## src/rtl/pulse_sync_pkg.sv

```systemverilog
// Shared types and defaults for the pulse-synchronizer transmit side.
// Holds the FSM state encoding, parameter defaults and the counter width helper.
package pulse_sync_pkg;

    typedef enum logic [1:0] {
        ST_IDLE   = 2'd0,
        ST_STROBE = 2'd1,
        ST_GUARD  = 2'd2
    } state_e;

    localparam int N_DEF     = 8;
    localparam int HOLD_DEF  = 4;
    localparam int GUARD_DEF = 2;

    // One down-counter times both phases, so size it for the longer one.
    function automatic int cnt_width(input int hold, input int guard);
        int m;
        m = (hold > guard) ? hold : guard;
        return $clog2(m + 1);
    endfunction

endpackage

```

## src/rtl/pulse_sync_tx.sv

```systemverilog
// Transmit side of a strobe/data clock-domain crossing: holds stb for HOLD cycles, then data
// stays stable for GUARD more; one-entry pending buffer, in_ready low while it is full or ena low.
module pulse_sync_tx
    import pulse_sync_pkg::*;
#(
    parameter int N     = N_DEF,
    parameter int HOLD  = HOLD_DEF,
    parameter int GUARD = GUARD_DEF
) (
    input  logic         clk,
    input  logic         rst,
    input  logic         ena,
    input  logic         in_valid,
    input  logic [N-1:0] in_data,
    output logic         in_ready,
    output logic [N-1:0] data_out,
    output logic         stb,
    output logic         busy
);

    localparam int CW = cnt_width(HOLD, GUARD);

    generate
        if (HOLD < 1 || GUARD < 1) begin : g_bad_param
            $error("pulse_sync_tx: HOLD and GUARD must both be >= 1");
        end
    endgenerate

    state_e        state_q, state_d;
    logic [CW-1:0] cnt_q, cnt_d;
    logic          stb_q, stb_d;
    logic [N-1:0]  data_q, data_d;
    logic          pend_vld_q, pend_vld_d;
    logic [N-1:0]  pend_dat_q, pend_dat_d;
    logic          accept;

    always_ff @(posedge clk or posedge rst) begin
        if (rst) begin
            state_q    <= ST_IDLE;
            cnt_q      <= '0;
            stb_q      <= 1'b0;
            data_q     <= '0;
            pend_vld_q <= 1'b0;
            pend_dat_q <= '0;
        end else begin
            state_q    <= state_d;
            cnt_q      <= cnt_d;
            stb_q      <= stb_d;
            data_q     <= data_d;
            pend_vld_q <= pend_vld_d;
            pend_dat_q <= pend_dat_d;
        end
    end

    always_comb begin
        state_d    = state_q;
        cnt_d      = cnt_q;
        stb_d      = stb_q;
        data_d     = data_q;
        pend_vld_d = pend_vld_q;
        pend_dat_d = pend_dat_q;
        if (ena) begin
            case (state_q)
                ST_IDLE: begin
                    if (accept) begin
                        state_d = ST_STROBE;
                        stb_d   = 1'b1;
                        data_d  = in_data;
                        cnt_d   = CW'(HOLD - 1);
                    end
                end
                ST_STROBE: begin
                    if (accept) begin
                        pend_vld_d = 1'b1;
                        pend_dat_d = in_data;
                    end
                    if (cnt_q == '0) begin
                        state_d = ST_GUARD;
                        stb_d   = 1'b0;
                        cnt_d   = CW'(GUARD - 1);
                    end else begin
                        cnt_d = cnt_q - CW'(1);
                    end
                end
                ST_GUARD: begin
                    // Last guard cycle: a buffered word wins; otherwise a same-cycle accept bypasses the buffer.
                    if (cnt_q == '0) begin
                        if (pend_vld_q || accept) begin
                            state_d    = ST_STROBE;
                            stb_d      = 1'b1;
                            data_d     = pend_vld_q ? pend_dat_q : in_data;
                            pend_vld_d = 1'b0;
                            cnt_d      = CW'(HOLD - 1);
                        end else begin
                            state_d = ST_IDLE;
                        end
                    end else begin
                        cnt_d = cnt_q - CW'(1);
                        if (accept) begin
                            pend_vld_d = 1'b1;
                            pend_dat_d = in_data;
                        end
                    end
                end
                default: begin
                    state_d = ST_IDLE;
                    stb_d   = 1'b0;
                    cnt_d   = '0;
                end
            endcase
        end
    end

    always_comb begin
        in_ready = ena & ~rst & ~pend_vld_q;
        accept   = in_valid & in_ready;
        busy     = (state_q != ST_IDLE);
        stb      = stb_q;
        data_out = data_q;
    end

endmodule

```

## config.mk

```make
export PLATFORM = sky130hd
export DESIGN_NAME = pulse_sync_tx
export DESIGN_NICKNAME = d
export VERILOG_FILES = /design/src/rtl/pulse_sync_pkg.sv /design/src/rtl/pulse_sync_tx.sv
export SDC_FILE = /design/constraint.sdc
export NUM_CORES = 1
export LEC_CHECK = 0
export ABC_CLOCK_PERIOD_IN_PS = 4300
export CAP_MARGIN = 15
export CORE_ASPECT_RATIO = 1.1
export CORE_MARGIN = 8
export CORE_UTILIZATION = 54
export CTS_CLUSTER_DIAMETER = 100
export DETAILED_ROUTE_END_ITERATION = 8
export GPL_TIMING_DRIVEN = 0
export PLACE_DENSITY = 0.9
export SLEW_MARGIN = 20
export SYNTH_ARGS = -nofsm -noshare
export SYNTH_HDL_FRONTEND = slang
export SYNTH_SLANG_ARGS = --single-unit
export TNS_END_PERCENT = 20
```

## constraint.sdc

```tcl
create_clock -name clk -period 4.3 [get_ports clk]
set_clock_uncertainty 0.05 [all_clocks]
set_input_delay 0.86 -clock clk [delete_from_list [all_inputs] [get_ports clk]]
set_output_delay 0.86 -clock clk [all_outputs]
set_load 0.02 [all_outputs]
```

==> run metrics, run 1 <==
startpoint type of the worst setup path=input pin; number of buffers added by the clock tree synthesis step=3; PnR worst setup slack=945.2 ps; number of global-route vias before repair=944; areal power density over the cells=about 650 nW/um2; number of hold-slack violations in the final timing report=0; number of synthesized register bits=23; post-placement worst setup slack=around 940 ps; result of the run=completed; Synth Cell Area=approximately 1200 um2; die extent in x=60.14 um; number of unique standard cell types used by synthesis=33; area growth from synthesis to layout=24.43%; via count of the routed design=916; post-detailed-route wirelength per cell=15.19 um; number of DRC violations after detailed-routing iteration 0=37; worst-path maximum fanout=9; slowest CP cell=sky130_fd_sc_hd__clkdlybuf4s50_1; clock latency at the later pin of the worst-skew pair=a little over 300 ps; worst vdd ir=0.4621 mV; average via count per standard cell=between 5 and 6; number of core rows=17; htree depth=1; number of synthesis warnings=0; share of flip-flops with an asynchronous set or reset=between 90% and 100%; actual slew at the worst max-slew pin=860.3 ps; total track usage=14.18%; leading cell type in the layout, fill and taps excluded=sky130_fd_sc_hd__dfrtp_1; Finish-stage setup viols=0; count of cells resized by post-cts repair=0; post-detail-place hpwl=~1.8 mm; unrepaired setup endpoints after global routing=false; hold bufs inserted after CTS=0; category of the most critical setup path=in2out; most common flop cell mapped by yosys=sky130_fd_sc_hd__dfrtp_1; maximum number of pins on one net before global-route repair=24; total nets after synthesis=120; crit-path cells=clkdlybuf4s50_1 -> inv_1 -> nor3_1 -> clkdlybuf4s50_1; number of enable-type register cells in the synthesized netlist=0; initial core utilization=57.28%; die footprint=roughly 3900 um2; setup TNS=0 ps; area leader, netlist=sky130_fd_sc_hd__dfrtp_1; fin crit period=around 3400 ps; gate count after technology mapping=108; Seq/Total Area, Yosys=49.73%; clk buf depth=2; class of the tightest hold or removal check=reg2reg; CP Capture Type=primary output; clock slew at the register clock pins of the worst setup and hold paths=roughly 130 ps; required time at the worst-slack endpoint=approximately 3400 ps; setup repair bufs after CTS=0; number of antenna repair diodes=0; Vert. Die Dim=64.56 um; area share of the largest cell type after synthesis=between 40 and 50%; total congestion overflow after global routing=0; worst slew margin relative to its limit=~43%; number of antenna violations at the first check in global routing=0; Max Clk Rate=between 0.2 and 0.3 GHz; synth top area cells=sky130_fd_sc_hd__dfrtp_1, sky130_fd_sc_hd__mux2i_1, sky130_fd_sc_hd__mux2_2, sky130_fd_sc_hd__nand2_1, sky130_fd_sc_hd__o21ai_1; Routed Antenna Nets=0; final RePlAce weighted congestion=0.8230; aggregate routed wire length=between 2 and 2.5 mm; fraction of final layout cells sized beyond drive strength 1=14.93%; TritonCTS clock tree=done; slowest stage delay, CP=660 ps; root cell of the clock tree=sky130_fd_sc_hd__clkbuf_4; net count reported at finish=147; CP most frequent cell=sky130_fd_sc_hd__clkdlybuf4s50_1; global-route wire length before repair=4.298 mm; residual DRC count=0; number of placed I/O pins=23; first-pass iteration count of the detailed router=4; Final Slew Violations=0; post-synthesis area per instance=10.72 um2; Tcrit/Tclk final=78.02%; placeable core region=2021 um2; clock sink count=23; maxcap violations=0; leak pwr=roughly 0.67 nW; top library cells by usage in the layout, fill and taps aside=sky130_fd_sc_hd__dfrtp_1, sky130_fd_sc_hd__clkdlybuf4s50_1, sky130_fd_sc_hd__nand2_1, sky130_fd_sc_hd__o21ai_1; number of port buffers=22; arrival time of the worst setup path=about 2400 ps
critical path, delay by kind of cell:
kind                   cells  cell delay, ps
AND/OR/NAND/NOR            1             150
buffers and inverters      3            1430
sequential cells by signal, summed over array words and instances, names as in the netlist:
register    cells
pend_vld_q      1
cnt_q           3
state_q         2
pend_dat_q      8
stb             1
data_out        8
layout make-up:
cell class / count / area (um2)
Fill cell: 139 / 580.6
Buffer: 5 / 33.78
Tap cell: 28 / 35.03
Sequential cell: 23 / 575.6
Clock buffer: 3 / 22.52
Timing Repair Buffer: 22 / 220.2
Multi-Input combinational cell: 77 / 536.8
Clock inverter: 1 / 5.005
Inverter: 3 / 11.26
Yosys cell counts, types with 2 or more instances:
master	number
sky130_fd_sc_hd__nand2_1	13
sky130_fd_sc_hd__mux2_2	5
sky130_fd_sc_hd__nand3_1	3
sky130_fd_sc_hd__buf_2	3
sky130_fd_sc_hd__dfrtp_1	23
sky130_fd_sc_hd__nor3_1	2
sky130_fd_sc_hd__a21oi_1	3
sky130_fd_sc_hd__mux2i_1	8
sky130_fd_sc_hd__inv_1	3
sky130_fd_sc_hd__o21ai_0	8
sky130_fd_sc_hd__mux2_1	3
sky130_fd_sc_hd__nor2_1	3
sky130_fd_sc_hd__o21ai_1	9
sky130_fd_sc_hd__nand2b_1	3
worst paths after layout:
path / cells after the start / slack [ps] / start / to
setup reg to reg: 5 / 2520 / state_q[0]$_DFFE_PP0P_ / data_out[1]$_DFFE_PP0P_
max in group asynchronous: 2 / 2630 / rst / data_out[7]$_DFFE_PP0P_
min in group asynchronous: 2 / 1040 / rst / pend_vld_q$_DFFE_PP0P_
hold reg to reg: 1 / 460 / pend_dat_q[3]$_DFFE_PP0P_ / pend_dat_q[3]$_DFFE_PP0P_
setup / recovery: 4 / 950 / ena / in_ready
hold / removal: 1 / 460 / pend_dat_q[3]$_DFFE_PP0P_ / pend_dat_q[3]$_DFFE_PP0P_
cell families (layout without fill, tap and decap cells):
group / count (synthesis) / after routing / share of synthesized area (%)
AO/OA/AOI/OAI: 31 / 31 / 18.38
buffers and inverters: 8 / 34 / 3.892
flip-flops: 23 / 23 / 49.73
multiplexers: 16 / 16 / 14.70
AND/OR/NAND/NOR: 30 / 30 / 13.30
layer usage:
metal	routed length [um]	part of all wire, %	GRT usage [%]
met4	42	1.7	6.269
met3	130	5.3	4.536
met1	1032	42	15.66
met5	0	0	0
met2	1256	51	23.93
through the flow:
step                cells  area [um2]  hold slack (ps)  util (%)  total power, mW
floorplan             108        1157            413.5         -           0.6733
finish                162        1440            458.6     71.27           0.9343
detailed placement    158        1413            431.0     69.91           0.8415
CTS                   162        1440            459.4     71.27           0.9396
global route          162        1440            475.3     71.27            1.000
global placement      158        1413            420.8     69.91           0.8181
where the power goes:
group	total, mW	leakage (nW)	internal (mW)	switching [mW]
sequential	0.368	0.284	0.312	0.0560
clock	0.100	0.0177	0.0348	0.0652
combinational	0.466	0.364	0.220	0.247
total	0.934	0.666	0.567	0.368
No activity file was read; power rests on OpenSTA's default activity.
==> run 2: changes to the inputs <==
- ABC_CLOCK_PERIOD_IN_PS: 4300 -> 2900
- CORE_UTILIZATION: 54 -> 45
- PLACE_DENSITY: 0.9 -> 0.81
- clock period: 4.3 -> 2.9 ns (I/O delays scaled with it)
==> run metrics, run 2 (synthesized netlist as in run 1, its figures left out) <==
worst vdd ir=0.6197 mV (+34%); unrepaired setup endpoints after global routing=false; setup TNS=0 ps (unchanged); Post-Layout Inst Area=1446 um2 (+0.43%); Finish-stage setup viols=0 (unchanged); final RePlAce weighted congestion=0.9236 (+12%); TritonCTS clock tree=done; critical path buffer and inverter count=2 (-1); number of DRC violations after detailed-routing iteration 0=39 (+5.4%); Routed Antenna Nets=0 (unchanged); areal power density over the cells=955.2 nW/um2 (+47%); Max Clk Rate=between 0.3 and 0.4 GHz; maximum number of pins on one net before global-route repair=24 (unchanged); Post-DP Area=1416 um2 (+0.27%); initial core utilization=46.81% (-10 points); number of hold-slack violations in the final timing report=0 (unchanged); actual slew at the worst max-slew pin=878.9 ps (+18.61 ps); post-detailed-route wirelength per cell=15.08 um (-0.70%); first-pass iteration count of the detailed router=4 (unchanged); number of antenna repair diodes=0 (unchanged); clock latency at the later pin of the worst-skew pair=300 ps (about the same); via count of the routed design=904 (-1.3%); hold bufs inserted after CTS=0 (unchanged); number of antenna violations at the first check in global routing=0 (unchanged); number of core rows=19 (+2); post-detail-place hpwl=1.894 mm (+3.6%); residual DRC count=0 (unchanged); clock sink count=23 (unchanged); result of the run=completed; required time at the worst-slack endpoint=2270 ps (-1120 ps); Vert. Die Dim=69.19 um (+7.2%); number of buffers added by the clock tree synthesis step=3 (unchanged); fin crit period=2503 ps; placeable core region=2472 um2 (+22%); die extent in x=64.36 um (+7.0%); number of global-route vias before repair=1,002 (+6.1%); arrival time of the worst setup path=1870 ps (-570 ps); Tcrit/Tclk final=a little under nine tenths; htree depth=1 (unchanged); slowest stage delay, CP=640 ps (-20 ps); leading cell type in the layout, fill and taps excluded=sky130_fd_sc_hd__dfrtp_1; crit-path cells=clkdlybuf4s50_1 -> nor3_1 -> clkdlybuf4s50_1; net count reported at finish=147 (unchanged); average via count per standard cell=5.479 (-3.1%); root cell of the clock tree=sky130_fd_sc_hd__clkbuf_4; global-route wire length before repair=4.464 mm (+3.9%); leak pwr=0.6750 nW (+1.4%); total track usage=11.76% (-2.4 points); startpoint type of the worst setup path=input pin; maxcap violations=0 (unchanged); aggregate routed wire length=2.489 mm (+1.1%); CP Capture Type=primary output; worst-path maximum fanout=4 (-5); Largest delay share family, worst path=buffers and inverters; total congestion overflow after global routing=0 (unchanged); area growth from synthesis to layout=24.97%; number of port buffers=22 (unchanged); fraction of final layout cells sized beyond drive strength 1=14.93% (unchanged); worst slew margin relative to its limit=41.34% (-1.2 points); Final Slew Violations=0 (unchanged); CP most frequent cell=sky130_fd_sc_hd__clkdlybuf4s50_1; slowest CP cell=sky130_fd_sc_hd__clkdlybuf4s50_1; category of the most critical setup path=in2out; top library cells by usage in the layout, fill and taps aside=sky130_fd_sc_hd__dfrtp_1, sky130_fd_sc_hd__clkdlybuf4s50_1, sky130_fd_sc_hd__nand2_1, sky130_fd_sc_hd__o21ai_1; number of placed I/O pins=23 (unchanged); clk buf depth=2 (unchanged); die footprint=4453 um2 (+15%); clock slew at the register clock pins of the worst setup and hold paths=120 ps (about the same); class of the tightest hold or removal check=reg2reg
==> run 2: cell types whose count changed in the layout (fill, tap and decap cells not counted), sizes merged <==
| cell | delta |
|---|---|
| clkdlybuf4s50 | -1 |
| dlymetal6s2s | +1 |
==> run 2: worst paths after layout <==
path | start | endpoint | slack (ps) | cells past startpoint
setup / recovery | rst | in_ready | 400 | 3
hold / removal | data_out[4]$_DFFE_PP0P_ | data_out[4]$_DFFE_PP0P_ | 450 | 2
hold reg to reg | data_out[4]$_DFFE_PP0P_ | data_out[4]$_DFFE_PP0P_ | 450 | 2
setup reg to reg | cnt_q[0]$_DFFE_PP0P_ | data_out[0]$_DFFE_PP0P_ | 1080 | 6
min in group asynchronous | rst | cnt_q[0]$_DFFE_PP0P_ | 780 | 2
max in group asynchronous | rst | data_out[1]$_DFFE_PP0P_ | 1480 | 2
==> run 2: layout make-up <==
cell class	instances	area, um2
timing repair buffer	22	222.7
clock inverter	1	5.005
sequential	23	575.6
fill	223	1026
inverter	3	11.26
clock buffer	3	22.52
tap	31	38.79
buffer	5	33.78
multi-input combinational	77	536.8
==> run 2: worst min-delay path, delay by kind of cell (launching register included) <==
family / cells / cell delay [ps]
flip-flops: 1 / 370
AO/OA/AOI/OAI: 1 / 60
AND/OR/NAND/NOR: 1 / 50
==> run 2: layer usage <==
layer | GRT usage [%] | up-vias | part of all wire (%)
li1 | - | 444 | -
met1 | 13.69 | 438 | 43
met2 | 19.91 | 20 | 50
met3 | 3.877 | 2 | 6.1
met4 | 3.155 | 0 | 0.64
met5 | 0 | - | 0
==> run 2: repair_timing <==
action                                  CTS  global route
hold endpoints to repair                  0             0
endpoints found under the setup margin    0             1
gates resized for setup                   0             1
buffers inserted                          0             0
==> run 2: where the power goes <==
group | total (mW) | switching, mW | internal, mW
clock network | 0.144 | 0.0929 | 0.0514
registers | 0.546 | 0.0830 | 0.463
logic | 0.692 | 0.366 | 0.326
==> run 2: through the flow <==
stage / setup slack [ps] / hold WS (ps) / power (mW) / utilization [%] / cells
2_1_floorplan: 1196 / 413.5 / 0.9983 / - / 108
3_3_place_gp: 160.5 / 420.7 / 1.213 / 57.29 / 161
3_5_place_dp: 106.6 / 431.9 / 1.249 / 57.29 / 161
4_1_cts: 96.85 / 462.3 / 1.395 / 58.40 / 165
5_1_grt: 297.1 / 480.8 / 1.484 / 58.50 / 165
6_report: 397.1 / 454.1 / 1.382 / 58.50 / 165
